## src/rtl/tff_seq_ctrl.sv

```systemverilog
// Command sequencer for an external bank of T flip-flops: turns CLEAR/LOAD/UP/DOWN
// commands into per-cycle toggle vectors computed from the bank's fed-back q.
//
//   state  | meaning
//   S_IDLE | waiting for a command, t_out_o = 0
//   S_EXEC | stepping the bank, one toggle vector per non-held cycle
//   S_DONE | one-cycle completion pulse, no new command accepted
module tff_seq_ctrl #(
  parameter int WIDTH = 4,
  parameter int CNT_W = 8
) (
  input  logic             clk_i,
  input  logic             rst_i,
  input  logic             cmd_valid_i,
  output logic             cmd_ready_o,
  input  logic [1:0]       cmd_op_i,
  input  logic [CNT_W-1:0] cmd_arg_i,
  input  logic             hold_i,
  input  logic [WIDTH-1:0] q_in_i,
  output logic [WIDTH-1:0] t_out_o,
  output logic             busy_o,
  output logic             done_o
);

  typedef enum logic [1:0] {
    S_IDLE = 2'd0,
    S_EXEC = 2'd1,
    S_DONE = 2'd2
  } state_t;

  localparam logic [1:0] OP_CLEAR = 2'd0;
  localparam logic [1:0] OP_LOAD  = 2'd1;
  localparam logic [1:0] OP_UP    = 2'd2;
  localparam logic [1:0] OP_DOWN  = 2'd3;

  state_t           state_q, state_d;
  logic [1:0]       op_q, op_d;
  logic [CNT_W-1:0] arg_q, arg_d;
  logic [CNT_W-1:0] cnt_q, cnt_d;
  logic             done_q, busy_q;

  logic [WIDTH-1:0] up_t, dn_t;
  logic             run_up, run_dn;

  always_comb begin
    state_d = state_q;
    op_d    = op_q;
    arg_d   = arg_q;
    cnt_d   = cnt_q;
    case (state_q)
      S_IDLE: begin
        if (cmd_valid_i) begin
          op_d  = cmd_op_i;
          arg_d = cmd_arg_i;
          if (cmd_op_i[1]) begin
            // a zero-length count completes without ever entering EXEC
            cnt_d   = cmd_arg_i;
            state_d = (cmd_arg_i == '0) ? S_DONE : S_EXEC;
          end else begin
            cnt_d   = CNT_W'(1);
            state_d = S_EXEC;
          end
        end
      end
      S_EXEC: begin
        if (!hold_i) begin
          cnt_d = cnt_q - CNT_W'(1);
          if (cnt_q == CNT_W'(1)) state_d = S_DONE;
        end
      end
      S_DONE:  state_d = S_IDLE;
      default: state_d = S_IDLE;
    endcase
  end

  always_ff @(posedge clk_i) begin
    if (rst_i) begin
      state_q <= S_IDLE;
      op_q    <= '0;
      arg_q   <= '0;
      cnt_q   <= '0;
      done_q  <= 1'b0;
      busy_q  <= 1'b0;
    end else begin
      state_q <= state_d;
      op_q    <= op_d;
      arg_q   <= arg_d;
      cnt_q   <= cnt_d;
      done_q  <= (state_d == S_DONE);
      busy_q  <= (state_d != S_IDLE);
    end
  end

  // Ripple-carry/borrow toggle masks: bit i flips when all lower bits are 1 (up) or 0 (down).
  always_comb begin
    up_t   = '0;
    dn_t   = '0;
    run_up = 1'b1;
    run_dn = 1'b1;
    for (int i = 0; i < WIDTH; i++) begin
      up_t[i] = run_up;
      dn_t[i] = run_dn;
      run_up  = run_up & q_in_i[i];
      run_dn  = run_dn & ~q_in_i[i];
    end
  end

  always_comb begin
    t_out_o = '0;
    if (!rst_i && state_q == S_EXEC && !hold_i) begin
      case (op_q)
        OP_CLEAR: t_out_o = q_in_i;
        OP_LOAD:  t_out_o = q_in_i ^ arg_q[WIDTH-1:0];
        OP_UP:    t_out_o = up_t;
        OP_DOWN:  t_out_o = dn_t;
        default:  t_out_o = '0;
      endcase
    end
  end

  generate
    if (CNT_W > WIDTH) begin : g_arg_hi
      logic unused_arg_hi;
      assign unused_arg_hi = ^arg_q[CNT_W-1:WIDTH];
    end
  endgenerate

  assign cmd_ready_o = (state_q == S_IDLE) & ~rst_i;
  assign busy_o      = busy_q;
  assign done_o      = done_q;

endmodule

```

## config.mk

```make
export PLATFORM = sky130hd
export DESIGN_NAME = tff_seq_ctrl
export DESIGN_NICKNAME = d
export VERILOG_FILES = /design/src/rtl/tff_seq_ctrl.sv
export SDC_FILE = /design/constraint.sdc
export NUM_CORES = 1
export LEC_CHECK = 0
export ABC_CLOCK_PERIOD_IN_PS = 1700
export BUFFER_PORTS_ARGS = -buffer_cell sky130_fd_sc_hd__buf_2
export CORE_UTILIZATION = 53
export CTS_CLUSTER_SIZE = 30
export DETAILED_ROUTE_END_ITERATION = 10
export GPL_ROUTABILITY_DRIVEN = 0
export PLACE_DENSITY = 0.76
export RECOVER_POWER = 25
export SYNTH_ARGS = -nofsm -noshare
export SYNTH_HDL_FRONTEND = slang
export SYNTH_SLANG_ARGS = --single-unit
```

## constraint.sdc

```tcl
create_clock -name clk_i -period 1.7 [get_ports clk_i]
set_clock_uncertainty 0.05 [all_clocks]
set_input_delay 0.34 -clock clk_i [delete_from_list [all_inputs] [get_ports clk_i]]
set_output_delay 0.34 -clock clk_i [all_outputs]
set_load 0.05 [all_outputs]
```

==> summary.txt <==
Synthesis
  – Post-Synthesis Net Count: 172
  – Yosys warnings: 0
  – Post-synthesis register bit count: 18
  – Sequential fraction of the synthesis area: 31.8%
  – Yosys cell types: 37
  – Cells after synthesis: 152
  – Avg Inst Size Synth: 7.47 µm²
  – Mapped Area: 1130 µm²

Global routing
  – Initial antenna violation count: 0
  – Vias in the first global route: 975
  – Largest net degree at the start of global routing: 19
  – GRT Total Usage: 25.1%
  – First-pass GRT wire length: 4110 µm
  – Grt total ovfl: 0

Drt
  – Routed Antenna Nets: 0
  – Vias/cell: 5.88
  – Vias: 1234
  – Initial drt markers: 38
  – Routed WL: 2970 µm
  – DRC violations left: 0
  – Detailed-router iteration count before antenna repair: 4
  – Avg WL per Cell: 14.2 µm

Critical path
  – Critical Path AT: 1.54 ns
  – CP top delay family: simple AND/OR/NAND/NOR gates
  – CP peak stage delay: 0.42 ns
  – Slowest library cell on the worst path: or3_4
  – Crit path cell chain: nand2b_4 > or3_4 > a211oi_4 > buf_6
  – FF-to-FF setup slack: -0.04 ns
  – Critical path type: register to primary output
  – Critical path endpoint category: primary output
  – Crit start category: register
  – WP buf/inv: 1
  – CP required: 1.31 ns
  – CP Max Fanout: 4

Floorplanning
  – I/O Pins: 25
  – Area of the die: 2330 µm²
  – Die height: 48.3 µm
  – Row count: 16
  – Die width: 48.3 µm
  – Core footprint: 1980 µm²
  – Starting Density: 57.3%

Timing
  – Final Hold Fails: 0
  – Final worst slack: -0.225 ns
  – Max Clk Rate: 519 MHz
  – Unrepaired setup endpoints after global routing: true
  – # setup viols final: 7
  – WHS: 0.231 ns
  – Slew Limit Fails: 0
  – Final Cycle Share: 113%
  – Tightest Pin Transition: 0.586 ns
  – Slew Limit Headroom: 61.1%
  – Final min period: 1.93 ns

Place
  – Port-buffer cells: 24
  – Post-DP HPWL: 2210 µm
  – Post-place setup slack: -0.0463 ns

Power
  – Pwr Total: 1.08 mW
  – Power density over the cells: 736 nW/µm²
  – Maximum VDD drop: 0.000516 V
  – LEAKAGE: 0.569 nW

Final layout
  – Commonest non-fill, non-tap cell in the layout: buf_2
  – Share of post-route cells with drive strength above 1: 31.1%
  – # nets final: 205
  – ANT cells: 0
  – Commonest cells after routing, fill and taps aside: buf_2, nor2_1, o21ai_0, dfxtp_1, a21oi_1
  – Layout area overhead: 29.0%

CTS
  – H-tree Lvls: 1
  – CTS tree: done
  – # hold bufs at CTS: 0
  – Clk buf depth: 2
  – Root Buffer: clkbuf_4
  – Total CTS buffers: 3
  – Worst-path clk slew: 0.09 ns
  – Clock sinks: 18
  – Worst skew pair latency: 0.29 ns

Run status
  – Failing checks: setup timing
  – Status: complete, but fails checks

Flow run
  – Number of max-cap violations: 0

Hold path
  – HP Class: input pin to register
[Yosys cell counts]
master / n / area share, %
a211oi_1: 4 / 2.6
o21ai_0: 15 / 6.6
nand2b_1: 4 / 2.2
or4_4: 1 / 0.99
xnor2_1: 3 / 2.3
a21o_1: 1 / 0.66
o21ai_2: 1 / 0.77
buf_1: 1 / 0.33
or3_1: 1 / 0.55
or4_1: 1 / 0.66
a21bo_2: 1 / 0.88
inv_1: 5 / 1.7
nor2b_1: 4 / 2.2
a31oi_1: 4 / 2.2
a21boi_0: 1 / 0.66
and3_1: 2 / 1.1
nor4_1: 3 / 1.7
nand2_1: 13 / 4.3
a311oi_1: 2 / 1.5
o21ai_1: 1 / 0.44
nor3_1: 7 / 3.1
a21oi_1: 15 / 6.6
a32o_1: 1 / 0.88
nor2_1: 16 / 5.3
a21oi_4: 1 / 1.4
ha_1: 2 / 2.2
nand3_1: 4 / 1.8
nor3_2: 1 / 0.88
o41ai_1: 1 / 0.77
xor2_1: 1 / 0.77
nor3b_1: 3 / 2.0
nor4_4: 1 / 1.9
clkbuf_1: 6 / 2.0
nand4_1: 3 / 1.7
a221oi_2: 1 / 1.3
buf_2: 3 / 1.3
dfxtp_1: 18 / 32
[tightest hold or removal path: cells and delay by family]
family	cells	cell delay (ns)
buf+inv	1	0.10
simple gates	1	0.05
compound gates	1	0.05
[final timing paths]
check / end / cells after the start / from
min: op_q[0] / 3 / cmd_op_i[0]
max reg2reg: cnt_q[1] / 5 / state_q[0]
max: t_out_o[3] / 4 / state_q[1]
min reg2reg: arg_q[3] / 2 / arg_q[3]
[cells by family after synthesis]
kind of cell	count (synthesis)	share of synthesized area [%]
and+or+nand+nor	64	30.2
AOI/OAI and AO/OA	49	27.5
DFF	18	31.8
buffers and inverters	15	5.29
xor gates and xnor gates	4	3.09
adders and majority gates	2	2.20
[power by group]
part           internal (mW)  total, mW  switching (mW)
Combinational          0.160      0.385           0.224
Sequential             0.455      0.487          0.0315
Clock                 0.0824      0.206           0.124
Total                  0.698       1.08           0.379
[state kept, by name, summed over array words and instances, names as in the netlist]
signal   count
busy_o       1
state_q      2
cnt_q        8
done_o       1
arg_q        4
op_q         2
[area by class of cell]
type | instances | area, µm²
clock buffer | 3 | 22.5
fill | 157 | 518
inverter | 5 | 18.8
multi-input combinational | 119 | 778
sequential | 18 | 367
tap | 27 | 33.8
timing repair buffer | 38 | 244
[stage by stage]
step	area (µm²)	std cells	TNS, ns	utilization, %
floorplan	1190	152	-0.692	-
global placement	1400	207	-0.0489	70.6
detailed placement	1400	207	-0.0529	70.6
CTS	1450	210	-0.695	73.1
global route	1460	210	-1.69	73.9
finish	1460	210	-0.775	73.9
[what timing repair did]
action,in CTS,in global routing
resized for setup,9,7
endpoints found under the hold margin,0,0
setup endpoints to repair,4,5
pin swaps,3,3
buffers inserted,0,0
[per-layer routing]
metal	global-route usage [%]	part of all wire, %	routed length, µm
met4	8.89	1.0	31
met1	32.0	44	1320
met5	0	0	0
met3	2.59	4.4	132
met2	43.5	50	1490
(Power assumes the default switching activity.)
